$ cat src/rtl/hazard_control_pkg.sv
// Shared definitions for the pipeline hazard controller.
// Holds the forward-select encodings, the scoreboard slot payload, the
// hard-wired zero register specifier, widths and a select-priority helper.
package hazard_control_pkg;

   localparam int unsigned REG_W = 5;
   localparam int unsigned FWD_W = 2;
   localparam int unsigned CNT_W = 16;
   localparam int unsigned SLOTS = 3;

   // Slot indices: age order, youngest first.
   localparam int unsigned SLOT_EX  = 0;
   localparam int unsigned SLOT_MEM = 1;
   localparam int unsigned SLOT_WB  = 2;

   // EX operand source encodings.
   localparam logic [FWD_W-1:0] FWD_RF    = 2'b00;
   localparam logic [FWD_W-1:0] FWD_EXMEM = 2'b01;
   localparam logic [FWD_W-1:0] FWD_MEMWB = 2'b10;

   localparam logic [REG_W-1:0] REG_ZERO = '0;
   localparam logic [CNT_W-1:0] CNT_MAX  = '1;

   // Destination bookkeeping for one in-flight instruction.
   typedef struct packed {
      logic             valid;
      logic [REG_W-1:0] rd;
      logic             reg_wr;
      logic             is_load;
   } slot_t;

   // Newest producer wins: EX slot result sits in EX/MEM next cycle.
   function automatic logic [FWD_W-1:0] fwd_pick(input logic ex_hit,
                                                 input logic mem_hit);
      logic [FWD_W-1:0] sel;
      sel = FWD_RF;
      if (ex_hit)
         sel = FWD_EXMEM;
      else if (mem_hit)
         sel = FWD_MEMWB;
      return sel;
   endfunction

endpackage

$ cat src/rtl/hazard_slot_match.sv
// Compares one scoreboard slot against one source register specifier.
// Ports:
//   slot_valid, slot_reg_wr  in   slot holds a live instruction that writes rd
//   slot_rd                  in   slot destination register
//   src                      in   source register being read
//   hit_c                    out  combinational match; r0 never matches
module hazard_slot_match
   import hazard_control_pkg::*;
(
   input  logic             slot_valid,
   input  logic             slot_reg_wr,
   input  logic [REG_W-1:0] slot_rd,
   input  logic [REG_W-1:0] src,
   output logic             hit_c
);

   assign hit_c = slot_valid & slot_reg_wr & (slot_rd == src) & (src != REG_ZERO);

endmodule

$ cat src/rtl/hazard_control.sv
// Hazard detection and forwarding control for a five-stage in-order pipe.
// Tracks destinations of the instructions in EX, MEM and WB and decides
// stalls, bubbles, flushes and operand forwarding for the ID instruction.
// Build option: HAZARD_FORWARD_EN enables forwarding; without it every
// RAW dependency on EX or MEM is resolved by stalling.
// Ports:
//   clk, reset                     clock, synchronous active-high reset
//   id_*                           ID-stage instruction attributes
//   ex_redirect                    taken branch/jump resolved in EX
//   mem_wait                       data memory busy, whole pipe freezes
//   stall_if_id, bubble_ex,
//   flush_if_id, freeze, fwd_id_a  combinational pipeline controls
//   fwd_a_sel, fwd_b_sel           registered EX operand selects
//   stall_cnt                      saturating count of bubble cycles
module hazard_control
   import hazard_control_pkg::*;
(
   input  logic             clk,
   input  logic             reset,
   input  logic             id_valid,
   input  logic             id_reg_wr,
   input  logic             id_is_load,
   input  logic [REG_W-1:0] id_rs1,
   input  logic [REG_W-1:0] id_rs2,
   input  logic [REG_W-1:0] id_rd,
   input  logic             id_use_rs1,
   input  logic             id_use_rs2,
   input  logic             id_br_rs1,
   input  logic             ex_redirect,
   input  logic             mem_wait,
   output logic             stall_if_id,
   output logic             bubble_ex,
   output logic             flush_if_id,
   output logic             freeze,
   output logic [FWD_W-1:0] fwd_a_sel,
   output logic [FWD_W-1:0] fwd_b_sel,
   output logic             fwd_id_a,
   output logic [CNT_W-1:0] stall_cnt
);

   slot_t slot_q [0:SLOTS-1];
   slot_t ex_next;

   logic ex_rs1_hit, ex_rs2_hit, mem_rs1_hit, mem_rs2_hit;
   logic hazard;

   // WB slot is never compared: the register file is write-first.
   hazard_slot_match u_ex_rs1 (
      .slot_valid  (slot_q[SLOT_EX].valid),
      .slot_reg_wr (slot_q[SLOT_EX].reg_wr),
      .slot_rd     (slot_q[SLOT_EX].rd),
      .src         (id_rs1),
      .hit_c       (ex_rs1_hit)
   );

   hazard_slot_match u_ex_rs2 (
      .slot_valid  (slot_q[SLOT_EX].valid),
      .slot_reg_wr (slot_q[SLOT_EX].reg_wr),
      .slot_rd     (slot_q[SLOT_EX].rd),
      .src         (id_rs2),
      .hit_c       (ex_rs2_hit)
   );

   hazard_slot_match u_mem_rs1 (
      .slot_valid  (slot_q[SLOT_MEM].valid),
      .slot_reg_wr (slot_q[SLOT_MEM].reg_wr),
      .slot_rd     (slot_q[SLOT_MEM].rd),
      .src         (id_rs1),
      .hit_c       (mem_rs1_hit)
   );

   hazard_slot_match u_mem_rs2 (
      .slot_valid  (slot_q[SLOT_MEM].valid),
      .slot_reg_wr (slot_q[SLOT_MEM].reg_wr),
      .slot_rd     (slot_q[SLOT_MEM].rd),
      .src         (id_rs2),
      .hit_c       (mem_rs2_hit)
   );

`ifdef HAZARD_FORWARD_EN
   logic load_use;
   logic br_hazard;

   // Only a load in EX, or a branch needing rs1 in ID before it can be
   // forwarded, costs a bubble.
   always_comb begin
      load_use  = slot_q[SLOT_EX].is_load &
                  ((ex_rs1_hit & (id_use_rs1 | id_br_rs1)) | (ex_rs2_hit & id_use_rs2));
      br_hazard = id_br_rs1 & (ex_rs1_hit | (mem_rs1_hit & slot_q[SLOT_MEM].is_load));
      hazard    = id_valid & (load_use | br_hazard);
   end

   // ALU result sitting in EX/MEM feeds the ID branch comparator directly.
   assign fwd_id_a = id_valid & id_br_rs1 & mem_rs1_hit & ~slot_q[SLOT_MEM].is_load
                   & ~ex_rs1_hit;

   // Selects travel with the instruction into EX; a bubble carries FWD_RF.
   always_ff @(posedge clk) begin
      if (reset) begin
         fwd_a_sel <= FWD_RF;
         fwd_b_sel <= FWD_RF;
      end else if (!mem_wait) begin
         if (bubble_ex) begin
            fwd_a_sel <= FWD_RF;
            fwd_b_sel <= FWD_RF;
         end else begin
            fwd_a_sel <= fwd_pick(id_valid & id_use_rs1 & ex_rs1_hit,
                                  id_valid & id_use_rs1 & mem_rs1_hit);
            fwd_b_sel <= fwd_pick(id_valid & id_use_rs2 & ex_rs2_hit,
                                  id_valid & id_use_rs2 & mem_rs2_hit);
         end
      end
   end
`else
   // Without forwarding any live producer in EX or MEM must drain to WB.
   always_comb begin
      hazard = id_valid &
               (((ex_rs1_hit | mem_rs1_hit) & (id_use_rs1 | id_br_rs1)) |
                ((ex_rs2_hit | mem_rs2_hit) & id_use_rs2));
   end

   assign fwd_id_a  = 1'b0;
   assign fwd_a_sel = FWD_RF;
   assign fwd_b_sel = FWD_RF;
`endif

   // Pipeline control: freeze overrides redirect, redirect overrides hazards.
   always_comb begin
      stall_if_id = 1'b0;
      bubble_ex   = 1'b0;
      flush_if_id = 1'b0;
      freeze      = mem_wait;
      if (mem_wait) begin
         stall_if_id = 1'b1;
      end else if (ex_redirect) begin
         bubble_ex   = 1'b1;
         flush_if_id = 1'b1;
      end else begin
         stall_if_id = hazard;
         bubble_ex   = hazard;
      end
   end

   // Payload the ID instruction carries into the EX slot.
   always_comb begin
      ex_next = '0;
      if (!bubble_ex) begin
         ex_next.valid   = id_valid;
         ex_next.rd      = id_rd;
         ex_next.reg_wr  = id_reg_wr;
         ex_next.is_load = id_is_load;
      end
   end

   // Scoreboard advance and bubble counter; both hold while frozen.
   always_ff @(posedge clk) begin
      if (reset) begin
         slot_q[SLOT_EX]  <= '0;
         slot_q[SLOT_MEM] <= '0;
         slot_q[SLOT_WB]  <= '0;
         stall_cnt        <= '0;
      end else if (!mem_wait) begin
         slot_q[SLOT_EX]  <= ex_next;
         slot_q[SLOT_MEM] <= slot_q[SLOT_EX];
         slot_q[SLOT_WB]  <= slot_q[SLOT_MEM];
         if (bubble_ex && (stall_cnt != CNT_MAX))
            stall_cnt <= stall_cnt + CNT_W'(1);
      end
   end

endmodule
$ cat config.mk
export PLATFORM = sky130hd
export DESIGN_NAME = hazard_control
export DESIGN_NICKNAME = d
export VERILOG_FILES = /design/src/rtl/hazard_control_pkg.sv /design/src/rtl/hazard_slot_match.sv /design/src/rtl/hazard_control.sv
export SDC_FILE = /design/constraint.sdc
export NUM_CORES = 1
export LEC_CHECK = 0
export ABC_CLOCK_PERIOD_IN_PS = 2000
export CORE_MARGIN = 2
export CORE_UTILIZATION = 43
export DETAILED_ROUTE_END_ITERATION = 6
export PLACE_DENSITY = 0.76
export SYNTH_ARGS = -nofsm -noshare
export SYNTH_HDL_FRONTEND = slang
export SYNTH_SLANG_ARGS = --single-unit
$ cat constraint.sdc
create_clock -name clk -period 2 [get_ports clk]
set_input_delay 0.2 -clock clk [delete_from_list [all_inputs] [get_ports clk]]
set_output_delay 0.2 -clock clk [all_outputs]
set_load 0.05 [all_outputs]
# == After elaboration in Yosys (flattened, before gate mapping) ==
# Memory sizes are Yosys's and may differ from the RTL's.
# Index checks and enable logic that the tools add are counted.
# op_classes
bitwise,21
n_reduce_logical,4
n_eq_ne,5
muxes,15
add_sub_neg,1
# op_table
cell,count
2-to-1 mux 8 bit,4
== test 5 bit,4
"adder 16 x 1 -> 16 bit, second input constant",1
"inequality test 16 bit, second input constant",1
AND 1 bit,13
2-to-1 mux 1 bit,11
nonzero test 5 bit,2
bitwise OR 1 bit,7
AND reduction 2 bit,1
logical AND 1 bit,1
inverter 1 bit,1
# totals
memories,1
out_inout_bits,25
regBits,16
mem_bits_rw,24
input_bits,25
# mem_list
memory,depth,width,read_ports,rd_clocked_by_memory_dff,write_ports,line_no,source
slot_q,3,8,2,0,3,hazard_control.sv:41,slot_t slot_q [0:SLOTS-1];

# == Longest topological paths before layout ==
# An unclocked memory read counts as a cell.
# depth
ltp_word,12
mapped_depth,8
depth_no_buf,6

# == By module ==
# Synthesis repeated with hierarchy kept, for this count alone.
# unflattened
cells_unflattened,192
area_unflattened_um2,1898.1
# modules_own_cells
module,area_each_um2,instances,cells_each
hazard_control,1592.8,1,152
hazard_slot_match,76.3,4,10

# == Least setup slack after synthesis ==
# Ideal clock, no wire load.
# synth_path
path_type,register -> register
start,register stall_cnt[2]
end,register stall_cnt[15]
stages_incl_launch_ff,6
arrival_ns,2.223
required_ns,1.930
slack_ns,-0.293
setup_time_ns,0.070
path_cell_list,dfxtp_1 -> and4_1 -> nand3_1 -> or4_1 -> or4_1 -> a21oi_1
# synth_via
elab_chain_cells,3
word_cells_on_any_way,4
cone_classes,add/sub: 1; eq/ne: 1; reduce/logical: 2
# synth_lines
item,line_no,source
start: declaration,hazard_control.sv:38,output logic [CNT_W-1:0] stall_cnt
start signal: assignment,hazard_control.sv:167,stall_cnt <= stall_cnt + CNT_W'(1);
branches (longest 3 deep; another with adder 16 x 1 -> 16 bit),--,
# Parallel ways; which one is timed is not known.
# A chain may end at the register's enable or synchronous reset.

==> run metrics <==
final period utilization 108%; total CTS buffers 5; Hold Crit Class reg -> reg; CP Launch Point slot_q[0][11]; Total Die Area 4750 um^2; VDD IR-drop max roughly 0.37 mV; Hold Fails Final Rpt 0; Synth Flop Type dfxtp_1; clk slew on worst S/H paths about 0.07 ns; final setup TNS -1.85 ns; most common cell in the netlist xnor2_1; flip-flop and latch count after synthesis 30; reg2reg path depth 9; clock power share between 30% and 40%; sw frac about 28%; Max Fclk 463 MHz; initial detailed-routing violation count 59; gpl congestion ~0.9; Yosys warnings 0; RSZ-0062 raised after global routing true; Setup-failing EPs final 24; Flop pwr share a little under half; critical path class reg -> out; Layout Skew about 0.004 ns; Initial Util between 40% and 50%; Internal Power roughly 1.1 mW; FF-to-FF Start slot_q[0][11]; Die Y ~70 um; post-route minimum period 2.16 ns; PwrDens roughly 500 nW/um^2; # IOs 50; Mapped Cells 182; Synth Cell Area ~1800 um^2; failing checks negative setup slack; Max Fanout on Critical Path 3; area of the core ~4000 um^2; initial antenna violation count 0; router iterations before antenna repair 4; routed vias/inst ~5.5; Setup WS post-layout -0.159 ns; setup slack, reg-to-reg -0.14 ns; CTS H-Tree Depth 2; FFs w/ async S/R, synth 0%; Post-synth top cells xnor2_1 (20), dfxtp_1 (16), edfxtp_1 (14); Fin Hold WS 0.486 ns; post-DR wirelength/cell 16.4 um; Slew Limit Fails 0; # rows 23; total grt overflow 0; syn avg cell area roughly 10 um^2; GR Util All Layers between 20% and 30%; Static Leakage 1.04 nW; net switching power 0.414 mW; DR DRC count 0; Worst setup EP type output port; Synth cell types 42; Synth area leaders edfxtp_1 (23%), dfxtp_1 (18%), xnor2_1 (9.7%); clock buffer depth 2; worst path required time between 1.5 and 2 ns; leading area contributor after synthesis edfxtp_1; Setup WS pre-CTS -0.417 ns; Ant. Diodes 0; CP startpoint kind flop; final WL roughly 5.1 mm; fill count 295; clock sinks 30; relative slew slack between 40 and 50%; Worst Tran Pin Value 0.786 ns; Post-synth EDFFs 14; die width 68.9 um; Port Buf Inserts 43; status complete, but fails checks; TritonCTS clock tree built; hold path endpoint stall_cnt[12]; Nets ~290; Layout area overhead 62.2%; hold_sp stall_cnt[12]; Final HPWL DP between 3 and 4 mm; hold path depth 2; Arr. time, crit path a little under 2 ns; Gate power share 22.2%; vias in the first global route about 1700; Root Buffer Master clkbuf_8; max cap viols 0; Routed Antenna Nets 0; ratio of cells with drive above 1 in the final layout 39.1%; reg2reg end stall_cnt[7]; via count 1709; largest net degree at the start of global routing 19; post-synth top area share a little under a quarter; first-pass GRT wire length approximately 7.5 mm; Seq/Total Area, Yosys 40.9%; Worst-Skew Late Latency about 0.28 ns
[final cells by class]
class	count	area, um^2	share of cell area [%]
clock buffer	6	72.6	2.47
clock inverter	2	10.0	0.340
inverter	5	18.8	0.638
multi-input combinational	137	1140	38.8
sequential	30	778	26.5
tap	50	62.6	2.13
timing repair buffer	81	857	29.1
[critical path, stage by stage, from the launching register on]
cell	delay [ns]
edfxtp_1	0.44
xnor2_2	0.16
nand4_1	0.12
o22ai_2	0.10
buf_6	0.13
a221oi_4	0.34
buf_12	0.17
nor2_2	0.06
buf_6	0.15
[power by group through the flow]
stage | logic [mW] | registers, mW | clock network, mW
CTS | 0.288 | 0.673 | 0.486
finish | 0.328 | 0.674 | 0.474
floorplan | 0.144 | 0.691 | 0
global route | 0.347 | 0.677 | 0.514
detailed placement | 0.259 | 0.687 | 0
global placement | 0.256 | 0.686 | 0
[how the worst max path moves through the flow]
stage,end,slack (ns),cells past startpoint
after floorplan,stall_cnt[15],-0.00003,5
after global placement,stall_cnt[5],-0.40,7
after global routing,stall_cnt[7],-0.23,8
final,bubble_ex,-0.16,8
after CTS,stall_cnt[4],-0.15,9
after detailed placement,stall_cnt[7],-0.42,7
[cell families after synthesis]
group	after synthesis	share of synthesized area, %
flops	30	40.9
simple gates	75	26.1
buf+inv	19	6.49
xor+xnor	20	9.66
fa+ha+maj	1	0.690
other cells	1	0.207
compound gates	32	12.7
mux	4	3.31
[layout by cell type, fill, tap and decap left out, types with 7 or more instances in the layout]
cell type / synthesis / routed
a21oi_2: 0 / 7
and2_1: 7 / 7
and3_4: 0 / 7
buf_4: 8 / 24
buf_6: 2 / 10
clkdlybuf4s50_1: 0 / 34
dfxtp_4: 0 / 9
edfxtp_1: 14 / 14
nand3_1: 9 / 9
nor2_1: 7 / 7
o31ai_1: 8 / 8
xnor2_1: 20 / 17
[stage by stage]
stage / area, um^2 / cells / power, mW / util [%]
3_3_place_gp: 2500 / 291 / 0.942 / 62.0
2_1_floorplan: 1870 / 186 / 0.835 / -
3_5_place_dp: 2500 / 291 / 0.946 / 62.0
6_report: 2940 / 311 / 1.48 / 73.0
4_1_cts: 2710 / 303 / 1.45 / 67.4
5_1_grt: 2940 / 311 / 1.54 / 73.0
[registers in the layout (all words and copies together), names as in the netlist]
signal and count:
slot_q 14, stall_cnt 16
[layer usage]
metal  vias up  global-route usage (%)  wire [um]
met4         0                    10.5         48
met3         6                    5.03        254
met5         -                       0          0
met1       832                    24.9       2030
met2        43                    38.6       2770
li1        828                       -          -
[repair_timing]
| action | in CTS | in global routing |
|---|---|---|
| setup endpoints to repair | 25 | 25 |
| cloned | 2 | 1 |
| resized for setup | 18 | 35 |
| endpoints found under the hold margin | 0 | 0 |
| hold buffers | 0 | 0 |
| setup buffers | 2 | 7 |
| pin swaps | 28 | 23 |
Note: power is estimated with default switching activity, not from simulation.
